==> config.mk <==
export PLATFORM = sky130hd
export DESIGN_NAME = hazard_ctrl
export DESIGN_NICKNAME = d
export VERILOG_FILES = /design/src/rtl/hazard_ctrl.sv
export SDC_FILE = /design/constraint.sdc
export NUM_CORES = 1
export LEC_CHECK = 0
export CORE_ASPECT_RATIO = 1.75
export CORE_MARGIN = 2
export CORE_UTILIZATION = 47
export CTS_CLUSTER_DIAMETER = 30
export DETAILED_ROUTE_END_ITERATION = 8
export PLACE_DENSITY = 0.92
export REMOVE_ABC_BUFFERS = 1
export SYNTH_ARGS = -nofsm -noshare
export SYNTH_HDL_FRONTEND = slang
export SYNTH_SLANG_ARGS = --single-unit
==> constraint.sdc <==
create_clock -name clk_i -period 3.68 [get_ports clk_i]
set_input_delay 0.736 -clock clk_i [delete_from_list [all_inputs] [get_ports clk_i]]
set_output_delay 0.736 -clock clk_i [all_outputs]
set_load 0.02 [all_outputs]
==> src/rtl/hazard_ctrl.sv <==
// hazard_ctrl: stall/flush sequencer for the 5-stage pipeline.
//
// Detects load-use hazards against the ID/EX register and drives a bubble
// into it, and flushes IF/ID on branches or jumps resolved taken in ID. It
// freezes every pipeline register while a data-memory access is
// outstanding, and raises a sticky error if that wait runs too long. A
// saturating counter records the cycles in which the PC was not advanced.
//
// Handshake: the memory access is a level request. mem_req_i is held high by
// the MEM stage for as long as the access is pending. A cycle with
// mem_req_i=1 and mem_ready_i=1 completes the access and is not stalled. If
// mem_req_i drops while the access is still waiting, the wait is abandoned.
//
// Ports:
//   clk_i, rst_i          clock (rising edge) and asynchronous active-high reset
//   id_rs_addr_i          rs field of the instruction in ID
//   id_rt_addr_i          rt field of the instruction in ID
//   id_uses_rt_i          the instruction in ID reads rt as a source
//   ex_mem_read_i         the instruction at the ID/EX output is a load
//   ex_rt_addr_i          destination register of that load
//   branch_taken_i        branch/jump in ID resolved taken this cycle
//   mem_req_i             MEM stage issuing a data-memory access
//   mem_ready_i           data memory completes the access this cycle
//   pc_write_o            PC update enable
//   ifid_write_o          IF/ID load enable
//   ifid_flush_o          IF/ID cleared to NOP on the next edge
//   idex_bubble_o         zero all control fields entering ID/EX
//   pipe_hold_o           hold ID/EX, EX/MEM and MEM/WB
//   err_o                 sticky memory-timeout error
//   state_o               FSM state: 0 RUN, 1 MEM_WAIT, 2 ERROR
//   stall_cnt_o           saturating count of cycles with pc_write_o=0
module hazard_ctrl #(
    parameter int MEM_TIMEOUT = 16,
    parameter int CNT_W       = 16
) (
    input  logic             clk_i,
    input  logic             rst_i,
    input  logic [4:0]       id_rs_addr_i,
    input  logic [4:0]       id_rt_addr_i,
    input  logic             id_uses_rt_i,
    input  logic             ex_mem_read_i,
    input  logic [4:0]       ex_rt_addr_i,
    input  logic             branch_taken_i,
    input  logic             mem_req_i,
    input  logic             mem_ready_i,
    output logic             pc_write_o,
    output logic             ifid_write_o,
    output logic             ifid_flush_o,
    output logic             idex_bubble_o,
    output logic             pipe_hold_o,
    output logic             err_o,
    output logic [1:0]       state_o,
    output logic [CNT_W-1:0] stall_cnt_o
);

    typedef enum logic [1:0] {
        S_RUN      = 2'd0,
        S_MEM_WAIT = 2'd1,
        S_ERROR    = 2'd2
    } state_t;

    // The wait counter never has to hold more than MEM_TIMEOUT-1.
    localparam int WAIT_W = (MEM_TIMEOUT > 2) ? $clog2(MEM_TIMEOUT) : 1;
    localparam logic [WAIT_W-1:0] WAIT_ONE  = WAIT_W'(1);
    localparam logic [WAIT_W-1:0] WAIT_LAST = WAIT_W'(MEM_TIMEOUT - 1);
    localparam logic [CNT_W-1:0]  CNT_ONE   = CNT_W'(1);
    localparam logic [CNT_W-1:0]  CNT_MAX   = '1;

    state_t            state, state_n;
    logic [WAIT_W-1:0] wait_cnt, wait_cnt_n;
    logic              err_q, err_n;
    logic [CNT_W-1:0]  stall_cnt;

    logic mem_stall;
    logic load_use;

    assign mem_stall = mem_req_i & ~mem_ready_i;

    // Register 0 is hard-wired, so a load to it can never create a hazard.
    assign load_use = ex_mem_read_i && (ex_rt_addr_i != 5'd0) &&
                      ((ex_rt_addr_i == id_rs_addr_i) ||
                       (id_uses_rt_i && (ex_rt_addr_i == id_rt_addr_i)));

    always_ff @(posedge clk_i or posedge rst_i) begin
        if (rst_i) begin
            state     <= S_RUN;
            wait_cnt  <= '0;
            err_q     <= 1'b0;
            stall_cnt <= '0;
        end else begin
            state    <= state_n;
            wait_cnt <= wait_cnt_n;
            err_q    <= err_n;
            if (!pc_write_o && (stall_cnt != CNT_MAX)) begin
                stall_cnt <= stall_cnt + CNT_ONE;
            end
        end
    end

    always_comb begin
        pc_write_o    = 1'b1;
        ifid_write_o  = 1'b1;
        ifid_flush_o  = 1'b0;
        idex_bubble_o = 1'b0;
        pipe_hold_o   = 1'b0;
        state_n       = state;
        wait_cnt_n    = wait_cnt;
        err_n         = err_q;

        // Memory hold outranks the load-use bubble, which in turn outranks
        // the branch flush: a branch that depends on the load simply
        // re-resolves next cycle with forwarded data.
        if ((state == S_ERROR) || mem_stall) begin
            pipe_hold_o  = 1'b1;
            pc_write_o   = 1'b0;
            ifid_write_o = 1'b0;
        end else if (load_use) begin
            pc_write_o    = 1'b0;
            ifid_write_o  = 1'b0;
            idex_bubble_o = 1'b1;
        end else if (branch_taken_i) begin
            ifid_flush_o = 1'b1;
        end

        case (state)
            S_RUN: begin
                if (mem_stall) begin
                    state_n    = S_MEM_WAIT;
                    wait_cnt_n = WAIT_ONE;
                end
            end
            S_MEM_WAIT: begin
                if (!mem_req_i || mem_ready_i) begin
                    // Access completed or requester withdrew.
                    state_n    = S_RUN;
                    wait_cnt_n = '0;
                end else if (wait_cnt == WAIT_LAST) begin
                    state_n = S_ERROR;
                    err_n   = 1'b1;
                end else begin
                    wait_cnt_n = wait_cnt + WAIT_ONE;
                end
            end
            S_ERROR: begin
                state_n = S_ERROR;
            end
            default: begin
                state_n    = S_RUN;
                wait_cnt_n = '0;
            end
        endcase
    end

    assign err_o       = err_q;
    assign state_o     = state;
    assign stall_cnt_o = stall_cnt;

endmodule

==> results.yml <==
status:
  status: "finished, final reports clean"
synthesis:
  synth.area.top_cells: "dfrtp_1 (45%), xnor2_1 (9.6%), xor2_1 (6.8%)"
  ys_warn_count: 0
  yosysUniqueCellTypes: 34
  syn_avg_cell_area_um2: 10.33
  synth_top_area_frac: 0.4492
  synth_top_cell_by_area: "dfrtp_1"
  syn_area_um2: 1281
  synth_edf_count: 0
  synth-seq-cells: 23
  yosysSeqAreaShare: 0.4492
  synth_cells: 124
  synthFlopType: "dfrtp_1"
  synthArstFlopShare: 1.000
drt:
  postRouteAntennaNets: 0
  drt_iter0_markers: 40
  drt_wl_total_um: 3068
  routed_via_density: 5.626
  drc: 0
  wl_per_cell_um: 15.49
  dr.pass1.iters: 4
  vias: 1114
power:
  power.share.combinational: 0.323
  powerDensity_nw_per_um2: 406.5
  peakVddDrop_mv: 0.4197
  leakage_uw: 0.0007725
  power_frac_clock: 0.216
  p_int_uw: 491.0
  switching_share: 0.3240
  power.share.sequential: 0.462
  total_power_uw: 726.3
  p_switching_uw: 235.3
sta:
  slew_headroom: 0.4222
  setup-violations-final: 0
  rsz0062_at_grt: "no"
  hold_viol: 0
  post-route-min-period_ps: 3589
  setup_ws_ps: 91.00
  finalCritPeriodShare: 0.9753
  skew_ps: 6.360
  setup_tns_ps: 0
  drv_slew: 0
  fmax_mhz: 278.6
  worstMarginPinSlew_ps: 865.7
floorplanning:
  start_util: 0.4819
  core_region_area_um2: 2659
  placement_rows: 25
  die-area_um2: 3176
  die-height_um: 73.07
  ioPinCount: 46
  dieWidth_um: 43.47
cts:
  cts_setup_buffers: 0
  clk_pin_slew_worst_paths_ps: 80
  cts_hold_buf: 0
  cts_tree: "done"
  worstSkewPairLatency_ps: 270
  cts-buffers-inserted: 3
  root_buffer: "clkbuf_8"
  cts_sinks: 23
  cts.htree.levels: 1
  cts_max_path_buffers: 2
finish:
  areaGrowthSynthToFinish_pct: 39.45
  nets: 196
  fill_cells: 204
  drive_above_1_share: 0.08772
  final_area_um2: 1787
  utilization: 0.6720
  diodes: 0
worst_setup_path:
  critical_path.max_fanout: 4
  cpLargestDelayFamily: "buffers and inverters"
  path_buf_inv: 2
  cpPeakStageDelay_ps: 590
  cp_slowest_cell: "clkdlybuf4s50_1"
  end_kind: "output port"
  crit_type: "primary input to output port"
  cpMostUsedCell: "clkdlybuf4s50_1"
  cp.arrival_ps: 2850
  start_kind: "primary input"
  cp_cell_sequence: "clkdlybuf4s50_1 > or4_1 > o21ai_2 > o21a_1 > and2_1 > clkdlybuf4s50_1"
  cp.required_ps: 2940
placed_design:
  place_ws_ps: 14.09
  hpwl_um: 2458
  gp_congestion: 0.7720
  port_buffers: 45
  place_area_um2: 1739
global_routing:
  grt_pass1_vias: 1120
  grt_pass1_wl_um: 5002
  track_usage: 0.2108
  grt_overflow_total: 0
  grt_max_degree: 24
  antenna_found_initial: 0
min_path:
  hp-class: "register to register"
job:
  maxCapViolations: 0
-- path summary, 6_finish.rpt --
| check | start | end | slack, ps | cells after the start |
|---|---|---|---|---|
| setup / recovery | ex_rt_addr_i[2] | ifid_flush_o | 90 | 6 |
| hold / removal | err_o | err_o | 470 | 1 |
| setup reg to reg | stall_cnt_o[0] | stall_cnt_o[1] | 1500 | 6 |
| hold reg to reg | err_o | err_o | 470 | 1 |
| max in group asynchronous | rst_i | stall_cnt_o[13] | 2190 | 2 |
| min in group asynchronous | rst_i | state_o[0] | 960 | 2 |
-- cells in the mapped netlist, types with 3 or more instances --
| master | instances |
|---|---|
| and2_1 | 3 |
| and3_1 | 3 |
| buf_6 | 3 |
| dfrtp_1 | 23 |
| inv_1 | 3 |
| nand2_1 | 13 |
| nand2b_1 | 3 |
| nand3_1 | 8 |
| nand4_1 | 5 |
| nor2_1 | 7 |
| o22ai_1 | 3 |
| xnor2_1 | 14 |
| xor2_1 | 10 |
-- sequential cells by signal (all words and copies together), names as in the netlist --
signal,cells
err_o,1
wait_cnt,4
state_o,2
stall_cnt_o,16
-- power by group through the flow --
stage / combinational (uW) / clock [uW] / sequential (uW)
after detailed placement: 235 / 0 / 340
final: 234 / 157 / 335
after global placement: 230 / 0 / 339
after floorplan: 78.4 / 0 / 373
after global routing: 252 / 171 / 343
after CTS: 238 / 161 / 336
-- layer usage --
layer	global-route usage	vias up	wire length, um
met5	0	-	0
met2	0.4046	49	1732
li1	-	520	-
met4	0.08081	0	57
met1	0.2163	538	1068
met3	0.03713	7	210
-- cells by family after synthesis --
family,after synthesis,share of synthesized area
buffers and inverters,7,0.04102
xor gates and xnor gates,24,0.1641
DFF,23,0.4492
adders and majority gates,2,0.01953
muxes,4,0.03320
AOI/OAI and AO/OA,11,0.06739
and+or+nand+nor,53,0.2256
-- layout by cell type, fill, tap and decap left out, drive strengths merged, types with 4 or more instances in the layout --
cell	Yosys	final
and3	5	5
clkbuf	0	4
clkdlybuf4s50	0	44
dfrtp	23	23
nand2	13	13
nand3	8	8
nand4	5	5
nor2	7	7
xnor2	14	14
xor2	10	10
-- layout make-up --
type	instances	area, um2	area share
multi-input cells	94	653.1	0.3655
inverters	3	11.26	0.006303
repair buffers	47	467.9	0.2619
well taps	27	33.78	0.01891
clock buffers	4	45.04	0.02521
flip-flops and latches	23	575.6	0.3221
-- stage by stage --
| stage | hold WS (ps) | instances |
|---|---|---|
| 6_report | 465.5 | 198 |
| 5_1_grt | 521.6 | 198 |
| 4_1_cts | 473.8 | 198 |
| 3_5_place_dp | 452.9 | 194 |
| 3_3_place_gp | 451.9 | 194 |
| 2_1_floorplan | 547.3 | 120 |
-- worst register-to-register path: cells and delay by family (launching register included) --
| kind | cells | cell delay, ps |
|---|---|---|
| AND/OR/NAND/NOR | 2 | 400 |
| multiplexers | 1 | 390 |
| flip-flops | 1 | 440 |
| AO/OA/AOI/OAI | 2 | 610 |
| adder cells (fa/ha/maj) | 1 | 230 |
-- repair_timing --
action	in CTS	in global routing
endpoints found under the setup margin	0	1
resized for setup	0	1
hold endpoints to repair	0	0
Note: power is estimated with default switching activity, not from simulation.
